File: src/rtl/neo_wb_mem_res_bridge.sv
// Wishbone slave that pairs 32-bit LO/HI writes into 64-bit words and drains them through a small FIFO.
// Optional overflow interrupt on irq_o when NEO_WB_BRIDGE_IRQ_EN is defined.
module neo_wb_mem_res_bridge #(
   parameter int FIFO_AW = 2
) (
   input  logic        clk,
   input  logic        rst,
   input  logic [31:0] wb_adr_i,
   input  logic [31:0] wb_dat_i,
   output logic [31:0] wb_dat_o,
   input  logic        wb_we_i,
   input  logic [3:0]  wb_sel_i,
   input  logic        wb_stb_i,
   input  logic        wb_cyc_i,
   output logic        wb_ack_o,
   output logic [63:0] mem_res_wr_dta,
   output logic        mem_res_wr_en,
   input  logic        mem_res_wr_almost_full,
   output logic        irq_o
);

   localparam int DEPTH = 1 << FIFO_AW;
   localparam logic [FIFO_AW:0] DEPTH_C = (FIFO_AW + 1)'(DEPTH);

   logic [31:0]        holding_lo, holding_hi;
   logic [31:0]        lo_new, hi_new;
   logic [63:0]        mem [DEPTH];
   logic [FIFO_AW-1:0] wr_ptr, rd_ptr;
   logic [FIFO_AW:0]   count;
   logic               overflow;
   logic [15:0]        drop_cnt;
   logic [31:0]        rd_mux;
   logic [1:0]         reg_sel;
   logic               req, wr_fire;
   logic               lo_wr, hi_wr, stat_wr, drop_wr;
   logic               full, empty, push, pop, drop;
   logic [3:0]         count4;
   logic               unused_adr;

   function automatic logic [31:0] merge_bytes(input logic [31:0] old_v,
                                                input logic [31:0] new_v,
                                                input logic [3:0]  sel);
      logic [31:0] r;
      for (int b = 0; b < 4; b++)
         r[8*b +: 8] = sel[b] ? new_v[8*b +: 8] : old_v[8*b +: 8];
      return r;
   endfunction

   assign reg_sel    = wb_adr_i[3:2];
   assign unused_adr = ^{wb_adr_i[31:4], wb_adr_i[1:0]};

   // Wishbone: a request is acked one cycle later; writes take effect in the ack cycle,
   // and the master holds its signals until it has seen the ack.
   assign req     = wb_stb_i & wb_cyc_i;
   assign wr_fire = wb_ack_o & req & wb_we_i;
   assign lo_wr   = wr_fire & (reg_sel == 2'd0);
   assign hi_wr   = wr_fire & (reg_sel == 2'd1);
   assign stat_wr = wr_fire & (reg_sel == 2'd2);
   assign drop_wr = wr_fire & (reg_sel == 2'd3);

   assign lo_new = merge_bytes(holding_lo, wb_dat_i, wb_sel_i);
   assign hi_new = merge_bytes(holding_hi, wb_dat_i, wb_sel_i);

   assign full   = (count == DEPTH_C);
   assign empty  = (count == '0);
   assign count4 = 4'(count);
   assign pop    = ~empty & ~mem_res_wr_almost_full;
   // A full FIFO still accepts a word when the head leaves in the same cycle.
   assign push   = hi_wr & (~full | pop);
   assign drop   = hi_wr & ~push;

   always_comb begin
      rd_mux = '0;
      case (reg_sel)
         2'd0: rd_mux = holding_lo;
         2'd1: rd_mux = holding_hi;
         2'd2: rd_mux = {24'b0, count4, 1'b0, full, empty, overflow};
         2'd3: rd_mux = {16'b0, drop_cnt};
         default: rd_mux = '0;
      endcase
   end

   always_ff @(posedge clk) begin
      if (push)
         mem[wr_ptr] <= {hi_new, holding_lo};
   end

   always_ff @(posedge clk or posedge rst) begin
      if (rst) begin
         wb_ack_o       <= 1'b0;
         wb_dat_o       <= '0;
         holding_lo     <= '0;
         holding_hi     <= '0;
         wr_ptr         <= '0;
         rd_ptr         <= '0;
         count          <= '0;
         overflow       <= 1'b0;
         drop_cnt       <= '0;
         mem_res_wr_en  <= 1'b0;
         mem_res_wr_dta <= '0;
      end else begin
         wb_ack_o <= req & ~wb_ack_o;
         wb_dat_o <= (req & ~wb_ack_o & ~wb_we_i) ? rd_mux : '0;
         if (lo_wr) holding_lo <= lo_new;
         if (hi_wr) holding_hi <= hi_new;
         if (push)  wr_ptr <= wr_ptr + 1'b1;
         if (pop)   rd_ptr <= rd_ptr + 1'b1;
         case ({push, pop})
            2'b10:   count <= count + 1'b1;
            2'b01:   count <= count - 1'b1;
            default: count <= count;
         endcase
         mem_res_wr_en <= pop;
         if (pop) mem_res_wr_dta <= mem[rd_ptr];
         // Setting beats a simultaneous W1C clear.
         if (drop)
            overflow <= 1'b1;
         else if (stat_wr && wb_dat_i[0])
            overflow <= 1'b0;
         if (drop_wr)
            drop_cnt <= '0;
         else if (drop && drop_cnt != 16'hFFFF)
            drop_cnt <= drop_cnt + 16'd1;
      end
   end

`ifdef NEO_WB_BRIDGE_IRQ_EN
   assign irq_o = overflow;
`else
   assign irq_o = 1'b0;
`endif

endmodule

File: config.mk
export PLATFORM = sky130hd
export DESIGN_NAME = neo_wb_mem_res_bridge
export DESIGN_NICKNAME = d
export VERILOG_FILES = /design/src/rtl/neo_wb_mem_res_bridge.sv
export SDC_FILE = /design/constraint.sdc
export NUM_CORES = 1
export LEC_CHECK = 0
export ABC_AREA = 1
export CAP_MARGIN = 20
export CORE_UTILIZATION = 45
export CTS_BUF_LIST = sky130_fd_sc_hd__clkbuf_16
export DETAILED_ROUTE_END_ITERATION = 8
export GPL_TIMING_DRIVEN = 0
export PLACE_DENSITY = 0.69
export RECOVER_POWER = 100
export SKIP_LAST_GASP = 1
export SLEW_MARGIN = 5
export SYNTH_ARGS = -nofsm -noshare
export SYNTH_HDL_FRONTEND = slang
export SYNTH_SLANG_ARGS = --single-unit
File: constraint.sdc
create_clock -name clk -period 7.6 [get_ports clk]
set_input_delay 1.14 -clock clk [delete_from_list [all_inputs] [get_ports clk]]
set_output_delay 1.14 -clock clk [all_outputs]
set_load 0.01 [all_outputs]
; ---- Word level (Yosys, flattened, before mapping)
; Memories as Yosys holds them, arrays and structs flattened. A register that Yosys moved wholly into a read port is not among the register bits.
; Index checks and enable logic that the tools add are counted.
[totals]
memories = 1
inputBits = 74
word_cells = 69
ramBits = 256
reg_bits = 122
out_inout_bits = 99
[op_classes]
eq_ne = 7
bitwise_logic = 19
n_reduce_logical = 11
n_mux = 13
n_addsub = 5
[memory_table]
columns = name, words, word_bits, read_ports, rd_clocked_by_memory_dff, write_ports, line_no
row1 = mem, 4, 64, 1, 1, 1, 27  ; logic [63:0] mem [DEPTH];
[ops]
columns = operator, count
row1 = 32-bit case mux with 4 select lines, 1
row2 = 16-bit two-way mux, 2
row3 = 32-bit two-way mux, 1
row4 = 8-bit two-way mux, 4
row5 = "16-bit by 1-bit adder with 16-bit output, second input constant", 1
row6 = "16-bit inequality test, second input constant", 1
row7 = 1-bit AND, 12
row8 = 2-bit AND reduction, 4
row9 = "2-bit equality test, second input constant", 3
row10 = 1-bit inverter, 6
row11 = 3-bit case mux with 2 select lines, 1
row12 = 2-bit nonzero test, 3
row13 = "2-bit by 1-bit adder with 2-bit output, second input constant", 2
row14 = "2-bit by 1-bit equality test with 1-bit output, second input constant", 2
row15 = 1-bit two-way mux, 4
row16 = "3-bit by 1-bit adder with 3-bit output, second input constant", 1
row17 = "3-bit equality test, second input constant", 1
row18 = 3-bit zero test, 1
row19 = "3-bit by 1-bit subtractor with 3-bit output, second input constant", 1
row20 = 1-bit logical AND, 2
row21 = 2-bit zero test, 1
row22 = 1-bit bitwise OR, 1

; ---- Longest topological paths before layout
; Gate-level depths: netlist of run 1.
[logic_depth]
ltp_word = 10
mapped_depth = 11
depth_no_buf = 11

; ---- Worst setup path before layout of run 1
; OpenSTA, ideal clock, no wires.
[synth_path]
kind = input port to flip-flop
from = input port wb_stb_i
to = memory mem[0][0] (enable)
n_path_buf = 0
setup_time_ns = 0.486
arrival_time_ns = 4.540
path_slack_ns = 2.574
cell_stages = 6
path_cell_list = nand2_1 nor2_4 nand2_2 nor2_1 inv_1 nor2_1
[synth_between]
elab_chain_cells = 7
[synth_rtl]
columns = item, line_no
row1 = from (decl), 13  ; input logic wb_stb_i,
row2 = 1-bit AND, 54  ; assign req = wb_stb_i & wb_cyc_i;
row3 = 1-bit AND (2 in series), 55  ; assign wr_fire = wb_ack_o & req & wb_we_i;
row4 = 1-bit AND, 57  ; assign hi_wr = wr_fire & (reg_sel == 2'd1);
row5 = 1-bit AND, 69  ; assign push = hi_wr & (~full | pop);
row6 = 1-bit two-way mux, 84  ; if (push)
row7 = 1-bit two-way mux (not written as such), 85  ; mem[wr_ptr] <= {hi_new, holding_lo};
row8 = to (decl), 27
; No other way between the ends.

; ---- Worst setup path after layout of run 1
[layout_path]
from = input port wb_stb_i
to = memory mem[0][14] (enable)
; Same word-level chain as after synthesis.

==> flow_summary.ini, run 1 <==
[job]
max_cap_viol_count = 3

[logic_synthesis]
synthesis.nets = 1677
yosys_warnings = 0
syn-cell-area_mm2 = 0.0176
yosysSeqAreaShare_pct = 70.1
postSynthAreaPerCell_um2 = 11.0
ys_types = 35
synth_cells = 1597
synth-seq-cells = 442

[hold_path]
holdCritPathClass = flip-flop to flip-flop
min_path_cells = 2

[detailed_routing]
wirelength_mm = 45.8
top_layer = met4
wl_met1_mm = 18.8
vias_per_cell = 5.30
wl_met3_mm = 3.53
drt-initial-drc-count = 1307
met2WireLength_mm = 22.3
antenna_left = 0
drtPass1Iterations = 5
vias = 12500
drc = 0
wl_per_cell_um = 19.5

[pwr]
ir_drop_v = 0.000169
powerDensity_mw_per_mm2 = 323
p_leak_nw = 8.41

[floorplanning]
die-area_mm2 = 0.0399
die-width_um = 200
core-area_mm2 = 0.0386
ios = 173
start_util_pct = 45.6
rows = 72
die_height_um = 200

[timing]
timing_hold_violations_final = 0
fmax_mhz = 192
holdWs_ns = 0.467
fin_tns_setup_ns = 0
tightestPinTransition_ns = 3.74
fin_worst_skew_ns = 0.0263
slew_violations = 115
relSlewSlack_pct = -150
period_share_pct = 68.7
setup_viol = 0
period_needed_ns = 5.22
rsz0062_at_grt = no
setup_slack_ns = 2.38

[placement]
globalplace.congestion = 0.862
dp_hpwl_mm = 31.3
port-buffer-count = 140
placedInstanceArea_mm2 = 0.0199
pre_cts_ws_ns = 3.30

[clocking]
cts_sinks = 442
clockBufferDepth = 3
cts_setup_buffers = 0
ctsRootBufferMaster = clkbuf_16
ctsResizeCount = 0
clk_pin_slew_ns = 0.06
htreeDepth = 2
cts_tree = built
ctsHoldBuffers = 0
cts_buffers = 45
clk_latency_ns = 0.56

[global_route]
grt_overflow_total = 0
antenna_found_initial = 0
grt_pass1_wl_mm = 69.9
grt_start_max_net_pins = 109
track_usage_pct = 23.5
grt_pass1_vias = 12200

[layout]
finalInstanceArea_mm2 = 0.0212
syn_to_final_growth_pct = 20.5
fillers = 3285
layout-drive-gt1-share_pct = 5.90
nNetsFinal = 1874
antenna_cells = 0

[setup_path]
crit_chain = dlygate4sd3_1 > nand2_1 > nor2_1 > nand2_2 > nor2_1 > inv_1 > nor2_1 > buf_12 > buf_12
crit_slowest_cell = nor2_1
slowest_delay_ns = 1.63
cp.depth = 9
worst_path_most_repeated_cell = nor2_1
cp_max_fo = 25
r2r_cells = 8
worst-path-buf-inv = 4
criticalPathCategory = input port to flip-flop
critPathTopFamily = simple AND/OR/NAND/NOR gates
crit_path_end_kind = flip-flop
worstPathRequired_ns = 7.84
cp-start-kind = input port
crit_arrival_ns = 5.46

[status]
violations = max-capacitance violations, max-slew violations
status = finished, violations left
==> cells in the final DEF (no fill, tap or decap), types with 11 or more instances in the layout <==
cell type	synthesis	layout
clkinv_1	0	11
nand3_1	26	26
dfrtp_1	186	186
dlygate4sd3_1	0	105
clkbuf_16	0	45
nand2_1	184	185
a31oi_1	68	68
clkbuf_1	41	54
edfxtp_1	256	256
inv_1	108	120
buf_2	26	16
buf_1	11	11
a21oi_1	23	23
o21ai_0	207	208
clkdlybuf4s50_1	0	35
o22ai_1	18	18
nor2_1	373	378
==> metrics by stage <==
stage	util [%]	total power, mW	std cells
CTS	55.2	6.96	2349
detailed placement	51.6	4.84	2265
floorplan	-	3.98	1597
global route	54.9	7.18	2349
global placement	50.9	4.79	2255
finish	54.9	6.85	2349
==> area by class of cell <==
type | instances | area [µm²] | area share [%]
tap | 518 | 648 | 3.05
buffer | 83 | 339 | 1.60
sequential | 442 | 12300 | 58.2
multi-input combinational | 959 | 4410 | 20.8
clock inverter | 39 | 295 | 1.39
inverter | 113 | 427 | 2.01
timing repair buffer | 150 | 1630 | 7.69
clock buffer | 45 | 1130 | 5.31
==> worst paths after layout <==
| kind | from | to | slack, ns |
|---|---|---|---|
| max | wb_stb_i | mem[0][14] | 2.38 |
| min | overflow | overflow | 0.47 |
| max reg2reg | wb_ack_o | mem[0][14] | 3.17 |
| min reg2reg | overflow | overflow | 0.47 |
| max in group asynchronous | rst | mem_res_wr_dta[38] | 3.76 |
| min in group asynchronous | rst | mem_res_wr_dta[59] | 2.14 |
==> synthesized netlist by cell type, drive strengths merged <==
library cell  instances  area share, %
clkinv                1          0.028
a31oi                68            2.4
conb                  1          0.021
o22ai                18           0.64
nand2               187            4.1
nor3                  1          0.028
o211ai                2          0.085
xnor2                 3           0.15
dfrtp               186             26
o21bai                2          0.085
fa                    1           0.11
nand4                10           0.36
ha                    5           0.36
o21ai               208            5.9
a41oi                 1          0.050
a21oi                23           0.65
nor2                380            8.4
nand3                26           0.74
edfxtp              256             44
o221ai                6           0.30
mux2                 10           0.64
xor2                  7           0.35
clkbuf               41           0.87
inv                 112            2.4
buf                  42            1.2
==> flip-flops by register name, summed over array words and instances (netlist names) <==
register and flops:
wr_ptr 2, mem_res_wr_en 1, mem 256, mem_res_wr_dta 64, count 3, overflow 1, wb_ack_o 1, holding_hi 32
holding_lo 32, rd_ptr 2, wb_dat_o 32, drop_cnt 16
==> per-layer routing <==
layer / vias to the layer above / track usage (%)
met4: 0 / 8.03
li1: 5825 / -
met5: - / 0
met3: 85 / 3.66
met1: 6024 / 31.4
met2: 521 / 39.2
==> power by group <==
| group | leakage [nW] | switching (mW) | internal (mW) |
|---|---|---|---|
| Sequential | 4.42 | 0.182 | 2.79 |
| Combinational | 3.25 | 1.11 | 0.640 |
| Clock | 0.742 | 0.911 | 1.22 |
==> cell families after synthesis <==
family / count (synthesis) / share of synthesized area, %
compound gates: 328 / 10.1
xor+xnor: 10 / 0.497
fa+ha+maj: 6 / 0.469
buf+inv: 196 / 4.52
flops: 442 / 70.1
mux: 10 / 0.640
other cells: 1 / 0.0213
simple gates: 604 / 13.6
==> worst min-delay path, stage by stage (launching register included) <==
cell and delay (ns):
dfrtp_1 0.34, nand2_1 0.05, nand2_1 0.05
Power figures use the tool's default switching activity.
==> run 2, diff against run 1 <==
- PLACE_DENSITY: 0.69 -> 0.72
- clock period: 7.6 -> 4.6 ns (I/O delays scaled with it)
==> flow_summary.ini, run 2 (same netlist as run 1, synthesis figures left out) <==
[layout]
multi_input_area_mm2 = 0.00445
layout-drive-gt1-share_pct = 6.11
regMostFlops = mem
final_util_pct = 55.2
stdcell_count = 2353
final_common_cell = nor2_1
mostFrequentLayoutCells = nor2_1, edfxtp_1, o21ai_0
ff_latch_area_mm2 = 0.0123
finalInstanceArea_mm2 = 0.0213
reg_top3 = mem (256), mem_res_wr_dta (64)
fillers = 3219
largest_reg_flops = 256
syn_to_final_growth_pct = 21.1
nNetsFinal = 1878

[timing]
fin_worst_skew_ns = 0.0178
fin_tns_setup_ns = 0
fmax_mhz = 261
period_needed_ns = 3.84
setup_viol = 0
rsz0062_at_grt = no
tightestPinTransition_ns = 2.12
period_share_pct = 83.4
slew_violations = 57
relSlewSlack_pct = -41.5
timing_hold_violations_final = 0

[setup_path]
cp_max_fo = 18
worstPathRequired_ns = 4.85
criticalPathCategory = input port to flip-flop
cp-start-kind = input port
crit_arrival_ns = 4.09
crit_path_end_kind = flip-flop

[floorplanning]
die_height_um = 200
die-area_mm2 = 0.0399
die-width_um = 200
core-area_mm2 = 0.0386
start_util_pct = 45.6
ios = 173
rows = 72

[global_route]
antenna_found_initial = 3
grt_overflow_total = 0
grt_pass1_wl_mm = 70.5
grt_start_max_net_pins = 38
track_usage_pct = 23.6
grt_pass1_vias = 12700

[detailed_routing]
wl_per_cell_um = 19.6
vias = 12700
drc = 2
antenna_left = 0
vias_per_cell = 5.40
drtPass1Iterations = 9
wirelength_mm = 46.2
drt-initial-drc-count = 1322

[placement]
port-buffer-count = 140
placedInstanceArea_mm2 = 0.0200
globalplace.congestion = 0.890
dp_hpwl_mm = 31.9
placedCellCount = 2270

[pwr]
powerDensity_mw_per_mm2 = 533
total_power_mw = 11.4
ir_drop_v = 0.000340
p_leak_nw = 8.46

[clocking]
clk_pin_slew_ns = 0.06
htreeDepth = 2
ctsRootBufferMaster = clkbuf_16
ctsHoldBuffers = 0
cts_setup_buffers = 0
cts_tree = built
cts_sinks = 442
cts_buffers = 44
clk_latency_ns = 0.56
clockBufferDepth = 3
ctsResizeCount = 0

[status]
violations = design-rule violations, max-capacitance violations, max-slew violations
status = finished, violations left

[hold_path]
holdCritPathClass = flip-flop to flip-flop

[job]
max_cap_viol_count = 2
run 2: final timing paths:
path,from,to,slack (ns),depth (start not counted)
hold / removal,overflow,overflow,0.47,2
hold reg to reg,overflow,overflow,0.47,2
setup / recovery,wb_cyc_i,mem[1][16],0.76,10
max in group asynchronous,rst,mem_res_wr_dta[14],1.38,3
min in group asynchronous,rst,mem_res_wr_dta[58],0.76,2
setup reg to reg,wb_ack_o,mem[1][16],1.09,9
run 2: per-layer routing:
layer	GRT usage, %	vias up	share of wire (%)
met4	9.33	2	3.2
li1	-	5832	-
met5	0	-	0.028
met3	4.49	106	8.7
met2	39.4	568	49
met1	30.4	6189	39
run 2: critical path, stage by stage:
cell,delay [ns]
dlygate4sd3_1,0.52
nand2_1,0.08
nor2_1,0.90
nand2_2,0.14
nor2_1,0.38
inv_1,0.26
nor2_4,0.48
buf_16,0.24
buf_16,0.19
buf_16,0.19
run 2: final cells by class:
| cell class | count | area share [%] |
|---|---|---|
| Sequential cell | 442 | 57.9 |
| Buffer | 83 | 1.58 |
| Clock buffer | 45 | 5.28 |
| Multi-Input combinational cell | 959 | 20.9 |
| Tap cell | 518 | 3.04 |
| Clock inverter | 37 | 1.39 |
| Antenna cell | 1 | 0.0117 |
| Inverter | 113 | 2.00 |
| Timing Repair Buffer | 155 | 7.97 |
run 2: per-stage QoR:
stage	hold WS [ns]	setup WS, ns
floorplan	0.437	0.0235
CTS	0.471	1.37
global route	0.501	0.647
detailed placement	0.456	0.799
finish	0.472	0.765
global placement	0.456	-2.93
run 2: report_power, final:
group	total (mW)	switching, mW	internal (mW)
combinational	2.91	1.85	1.06
sequential	4.91	0.300	4.61
clock	3.55	1.49	2.05
total	11.4	3.64	7.73
